===== src/rtl/wallace_pkg.sv =====
// wallace_pkg
// Shared constants and types for the 8x8 Wallace-tree multiplier: the
// reduction front end (wallace_reduce_pipe) and the downstream adder.
//   N      operand width (only 8 is supported)
//   ROW_W  partial-product / output row width (2*N)
//   row_t  one ROW_W-wide row
//   pp_row partial-product row generator
package wallace_pkg;

    localparam int N     = 8;
    localparam int ROW_W = 2 * N;

    typedef logic [ROW_W-1:0] row_t;

    // Row i of the partial-product matrix: the multiplicand gated by
    // multiplier bit i and placed at bit weight i.
    function automatic row_t pp_row(input logic [N-1:0] a,
                                    input logic         b_bit,
                                    input int           shift);
        row_t r;
        r = b_bit ? row_t'(a) : '0;
        return r << shift;
    endfunction

endpackage


===== src/rtl/wallace_reduce_pipe_csa_row.sv =====
// csa_row
// One W-wide 3:2 carry-save compressor row, purely combinational.
// Ports:
//   x, y, z  in   three rows of equal weight
//   s        out  bitwise sum x^y^z
//   c        out  majority carries, already shifted up one bit; the carry
//                 out of the top bit is dropped (results are modulo 2^W)
module csa_row
    import wallace_pkg::*;
#(
    parameter int W = ROW_W
) (
    input  logic [W-1:0] x,
    input  logic [W-1:0] y,
    input  logic [W-1:0] z,
    output logic [W-1:0] s,
    output logic [W-1:0] c
);

    logic [W-1:0] maj;

    assign maj = (x & y) | (x & z) | (y & z);
    assign s   = x ^ y ^ z;
    assign c   = {maj[W-2:0], 1'b0};

endmodule


===== src/rtl/wallace_reduce_pipe.sv =====
// wallace_reduce_pipe
// Pipelined, valid/ready front end of the 8x8 Wallace-tree multiplier.
// Operands are captured (S1), the 8 partial-product rows are reduced to 4
// (S2) and then to a sum/carry pair (S3). (out_s + out_c) mod 2^16 equals
// in_a * in_b; the final carry-propagate add happens downstream.
// Ports:
//   clk, rst_n           clock, asynchronous active-low reset
//   in_valid / in_ready  operand handshake (in_ready is combinational
//                        from out_ready through the stage-advance chain)
//   in_a, in_b           unsigned operands, N bits
//   out_valid/out_ready  row-pair handshake
//   out_s, out_c         sum row and weight-aligned carry row, ROW_W bits
module wallace_reduce_pipe #(
    parameter int N     = 8,
    parameter int ROW_W = 2 * N
) (
    input  logic             clk,
    input  logic             rst_n,
    input  logic             in_valid,
    output logic             in_ready,
    input  logic [N-1:0]     in_a,
    input  logic [N-1:0]     in_b,
    output logic             out_valid,
    input  logic             out_ready,
    output logic [ROW_W-1:0] out_s,
    output logic [ROW_W-1:0] out_c
);

    import wallace_pkg::*;

    // Stage advance: a stage loads when it is empty or its content moves on.
    logic adv1, adv2, adv3;

    // S1: operand capture
    logic         v1_q, v1_d;
    logic [N-1:0] a_q, a_d;
    logic [N-1:0] b_q, b_d;

    // S2: four carry-save rows
    logic             v2_q, v2_d;
    logic [ROW_W-1:0] r2_q [4];
    logic [ROW_W-1:0] r2_d [4];

    // S3: final sum/carry pair
    logic             v3_q, v3_d;
    logic [ROW_W-1:0] s3_q, s3_d;
    logic [ROW_W-1:0] c3_q, c3_d;

    // Combinational reduction tree
    logic [ROW_W-1:0] pp [N];
    logic [ROW_W-1:0] sa0, ca0, sa1, ca1;
    logic [ROW_W-1:0] sb0, cb0, sb1, cb1;
    logic [ROW_W-1:0] sc, cc, sd, cd;

    always_comb begin
        for (int i = 0; i < N; i++) begin
            pp[i] = pp_row(a_q, b_q[i], i);
        end
    end

    // 8 -> 6: two groups of three, pp[6] and pp[7] pass through.
    csa_row #(.W(ROW_W)) u_csa_a0 (.x(pp[0]), .y(pp[1]), .z(pp[2]), .s(sa0), .c(ca0));
    csa_row #(.W(ROW_W)) u_csa_a1 (.x(pp[3]), .y(pp[4]), .z(pp[5]), .s(sa1), .c(ca1));

    // 6 -> 4
    csa_row #(.W(ROW_W)) u_csa_b0 (.x(sa0), .y(ca0), .z(sa1), .s(sb0), .c(cb0));
    csa_row #(.W(ROW_W)) u_csa_b1 (.x(ca1), .y(pp[6]), .z(pp[7]), .s(sb1), .c(cb1));

    // 4 -> 3 (r2_q[3] passes through), then 3 -> 2
    csa_row #(.W(ROW_W)) u_csa_c (.x(r2_q[0]), .y(r2_q[1]), .z(r2_q[2]), .s(sc), .c(cc));
    csa_row #(.W(ROW_W)) u_csa_d (.x(sc), .y(cc), .z(r2_q[3]), .s(sd), .c(cd));

    assign adv3 = !v3_q || out_ready;
    assign adv2 = !v2_q || adv3;
    assign adv1 = !v1_q || adv2;

    assign in_ready  = adv1;
    assign out_valid = v3_q;
    assign out_s     = s3_q;
    assign out_c     = c3_q;

    // Data registers only load when a valid item arrives, so a stage that
    // drains to empty keeps its last rows rather than toggling on bubbles.
    always_comb begin
        v1_d = v1_q;
        a_d  = a_q;
        b_d  = b_q;
        if (adv1) begin
            v1_d = in_valid;
            if (in_valid) begin
                a_d = in_a;
                b_d = in_b;
            end
        end

        v2_d = v2_q;
        r2_d = r2_q;
        if (adv2) begin
            v2_d = v1_q;
            if (v1_q) begin
                r2_d[0] = sb0;
                r2_d[1] = cb0;
                r2_d[2] = sb1;
                r2_d[3] = cb1;
            end
        end

        v3_d = v3_q;
        s3_d = s3_q;
        c3_d = c3_q;
        if (adv3) begin
            v3_d = v2_q;
            if (v2_q) begin
                s3_d = sd;
                c3_d = cd;
            end
        end
    end

    always_ff @(posedge clk or negedge rst_n) begin
        if (!rst_n) begin
            v1_q <= 1'b0;
            a_q  <= '0;
            b_q  <= '0;
            v2_q <= 1'b0;
            for (int i = 0; i < 4; i++) begin
                r2_q[i] <= '0;
            end
            v3_q <= 1'b0;
            s3_q <= '0;
            c3_q <= '0;
        end else begin
            v1_q <= v1_d;
            a_q  <= a_d;
            b_q  <= b_d;
            v2_q <= v2_d;
            for (int i = 0; i < 4; i++) begin
                r2_q[i] <= r2_d[i];
            end
            v3_q <= v3_d;
            s3_q <= s3_d;
            c3_q <= c3_d;
        end
    end

endmodule


===== config.mk =====
export PLATFORM = sky130hd
export DESIGN_NAME = wallace_reduce_pipe
export DESIGN_NICKNAME = d
export VERILOG_FILES = /design/src/rtl/wallace_pkg.sv /design/src/rtl/wallace_reduce_pipe_csa_row.sv /design/src/rtl/wallace_reduce_pipe.sv
export SDC_FILE = /design/constraint.sdc
export NUM_CORES = 1
export LEC_CHECK = 0
export BUFFER_PORTS_ARGS = -buffer_cell sky130_fd_sc_hd__clkbuf_2
export CAP_MARGIN = 20
export CORE_ASPECT_RATIO = 1.2
export CORE_MARGIN = 2
export CORE_UTILIZATION = 40
export DETAILED_ROUTE_END_ITERATION = 10
export PLACE_DENSITY = 0.54
export RECOVER_POWER = 50
export SLEW_MARGIN = 20
export SYNTH_ARGS = -nofsm -noshare
export SYNTH_HDL_FRONTEND = slang
export SYNTH_SLANG_ARGS = --single-unit
export TNS_END_PERCENT = 50

===== constraint.sdc =====
create_clock -name clk -period 2.7 [get_ports clk]
set_input_delay 0.405 -clock clk [delete_from_list [all_inputs] [get_ports clk]]
set_output_delay 0.405 -clock clk [all_outputs]
set_load 0.02 [all_outputs]

==> qor.yml <==
critical_path:
  crit_fanout: 9
  crit_family: "adder cells"
  critical_path_cell_count: 4
  cp.arrival_ns: 2.34
  critical_path_class: "flop to flop"
  cp.required_ns: 2.92
  r2r_slack_ns: 0.57
  cp.buffers_inverters: 0
  critPathMaxStageDelay_ns: 0.51
  crit_path_frequent_cell: "fa_1"
  worstReg2RegEnd: "r2_q[55]"
  reg2reg_from: "a_q[2]"
  crit_slowest_cell: "fa_1"
  end_kind: "flop"
  worstSetupStartpointType: "flop"
  worstPathCellList: "and2_1 -> fa_1 -> fa_1 -> mux2_2"
  reg2reg_depth: 4
global_routing:
  grt_max_degree: 42
  overflow: 0
  grt_first_pass_wirelength_um: 14500
  gr-usage-all-layers_pct: 15.3
  grt_antenna_before_repair: 0
  grt_pass1_vias: 2769
synth:
  synth_cells: 335
  synth_top_flop_cell: "dfrtp_1"
  synth-edff-count: 0
  yosysUniqueCellTypes: 23
  ys_ff_latch: 84
  synth_fa_ha_area_share_pct: 20.3
  synthMuxAreaShare_pct: 19.3
  yosys.area_share.simple_pct: 9.59
  ys_warn_count: 0
  synth_area_mm2: 0.00467
  synth_area_leaders: "dfrtp_1, fa_1, mux2_2, and2_1, ha_1"
  synth_compound_area_share_pct: 0.643
  synthArstFlopShare_pct: 100
  synth_top_area_share_pct: 45.0
  syn_avg_cell_area_um2: 13.9
  synth_top_family_by_area: "adder cells"
  synthXorXnorAreaFrac_pct: 0
  synth_area_leader_cell: "dfrtp_1"
  synth_seq_area_share_pct: 45.0
status:
  violations: "capacitance limit, slew limit"
  status: "complete, but fails checks"
power:
  power_frac_comb_pct: 36.8
  clockPowerShare_pct: 23.8
  power.density_mw_per_mm2: 968
  power_switching_w: 0.00172
  swShare_pct: 33.9
  ir_drop_mv: 0.492
  p_int_w: 0.00337
  p_seq_share_pct: 39.4
  p_leak_nw: 2.55
  totalPowerFinal_w: 0.00509
route:
  ant_nets: 0
  viasPerCell: 4.74
  drt_iter0_markers: 43
  drtPass1Iterations: 4
  wl_per_cell_um: 15.7
  wl_um: 8560
  num_vias: 2586
  drc_errors: 0
layout:
  layout-drive-gt1-share_pct: 33.2
  area_delta_synth_final_pct: 12.6
  fin_nets: 458
  seq_area_mm2: 0.00210
  diodes: 0
  multi_input_area_mm2: 0.00232
  fill_cells: 1065
timing:
  period_minus_slack_ns: 2.13
  fin_worst_skew_ns: 0.00605
  max_freq_mhz: 471
  period_share_pct: 78.7
  finalHoldViolations: 0
  setup_violations: 0
  fin_setup_tns_ns: 0
  drv_slew: 42
  tightest_slew_ns: 2.20
  rsz0062_at_grt: "false"
  slew_headroom_pct: -46.9
clock_tree:
  cts.path.max_buffers: 2
  htreeDepth: 3
  post_cts.repair.setup_buffers: 0
  clk_pin_slew_worst_paths_ns: 0.06
  hold_buffers: 0
  cts_sinks: 84
  cts_tree: "built"
  clk_latency_ns: 0.33
  cts_resized: 0
  numCtsBuffers: 9
  clockRootBuffer: "clkbuf_16"
floorplan:
  rows: 43
  pin_count: 54
  die_w_um: 103
  die_y_um: 122
  initial_core_util_pct: 40.8
  die_area_mm2: 0.0126
  core-area_mm2: 0.0115
place:
  hpwlAfterDp_um: 6220
  io_buffers: 47
  place.gp.congestion: 0.774
hold_path:
  worstHoldStart: "in_b[6]"
  hold_class: "primary input to flop"
  holdPathStages: 2
  whs_endpoint: "b_q[6]"
job:
  maxCapViolCount: 1
[worst max path at each step]
stage	from	to	slack [ns]
after floorplan	b_q[2]	r2_q[52]	0.71
after global placement	a_q[2]	r2_q[55]	0.61
after detailed placement	a_q[2]	r2_q[55]	0.55
after CTS	a_q[2]	r2_q[55]	0.56
after global routing	rst_n	out_valid	0.27
final	a_q[2]	r2_q[55]	0.57
[area by class of cell]
cell class / instances / area share, %
Clock buffer: 13 / 4.76
Clock inverter: 2 / 0.666
Inverter: 27 / 1.93
Multi-Input combinational cell: 213 / 44.1
Sequential cell: 84 / 40.0
Tap cell: 157 / 3.73
Timing Repair Buffer: 50 / 4.85
[cells in the final DEF (no fill, tap or decap)]
| master | netlist | final |
|---|---|---|
| clkbuf_16 | 0 | 9 |
| mux2_1 | 1 | 1 |
| dfrtp_1 | 84 | 84 |
| buf_12 | 1 | 1 |
| clkbuf_2 | 0 | 35 |
| fa_1 | 38 | 38 |
| inv_1 | 27 | 27 |
| bufinv_16 | 0 | 1 |
| mux2_4 | 7 | 7 |
| ha_1 | 15 | 15 |
| nand4_1 | 3 | 3 |
| buf_4 | 8 | 2 |
| nand2_2 | 2 | 2 |
| nand2b_1 | 4 | 4 |
| nand2_1 | 18 | 18 |
| nand2_4 | 1 | 1 |
| mux2i_1 | 4 | 4 |
| clkinv_2 | 0 | 1 |
| conb_1 | 1 | 6 |
| a21bo_2 | 3 | 3 |
| clkbuf_8 | 1 | 1 |
| mux2_2 | 66 | 66 |
| nand4b_1 | 0 | 1 |
| clkbuf_1 | 3 | 15 |
| and2_1 | 43 | 43 |
| nand3b_1 | 0 | 1 |
[synth_stat cells (4+ instances only)]
cell and n:
and2_1 43, buf_4 8, dfrtp_1 84, fa_1 38, ha_1 15, inv_1 27, mux2_2 66, mux2_4 7
mux2i_1 4, nand2_1 18, nand2b_1 4
[power groups by stage]
stage	logic (W)	registers [W]	clock network, W
6_report	0.00188	0.00201	0.00121
4_1_cts	0.00196	0.00202	0.00125
3_3_place_gp	0.00188	0.00203	0
2_1_floorplan	0.00124	0.00212	0
5_1_grt	0.00216	0.00207	0.00131
3_5_place_dp	0.00195	0.00204	0
[metrics by stage]
stage	setup slack, ns	utilization, %	std cells	instance area [µm²]	hold WS (ns)
after floorplan	0.714	-	340	4690	0.109
after global placement	0.614	43.8	531	5020	0.428
after detailed placement	0.554	43.8	531	5020	0.425
after CTS	0.559	46.3	546	5310	0.0689
after global routing	0.269	45.9	546	5260	0.293
final	0.575	45.9	546	5260	0.280
[state kept, by name (all words and copies together), names as in the netlist]
signal and flops:
out_c 11, b_q 8, v2_q 1, out_s 15
v1_q 1, a_q 8, out_valid 1, r2_q 39
[kinds of logic (layout without fill, tap and decap cells)]
| family | count (synthesis) | after routing |
|---|---|---|
| flops | 84 | 84 |
| mux | 78 | 78 |
| simple gates | 73 | 73 |
| fa+ha+maj | 53 | 53 |
| buf+inv | 43 | 92 |
| compound gates | 3 | 3 |
| other cells | 1 | 6 |
[metal layers]
layer	routed length, µm	up-vias	global-route usage, %	part of all wire (%)
li1	-	1184	-	-
met1	3860	1334	20.3	45
met2	4180	56	24.7	49
met3	395	12	3.70	4.6
met4	132	0	5.25	1.5
met5	0	-	0	0
Power figures use the tool's default switching activity.
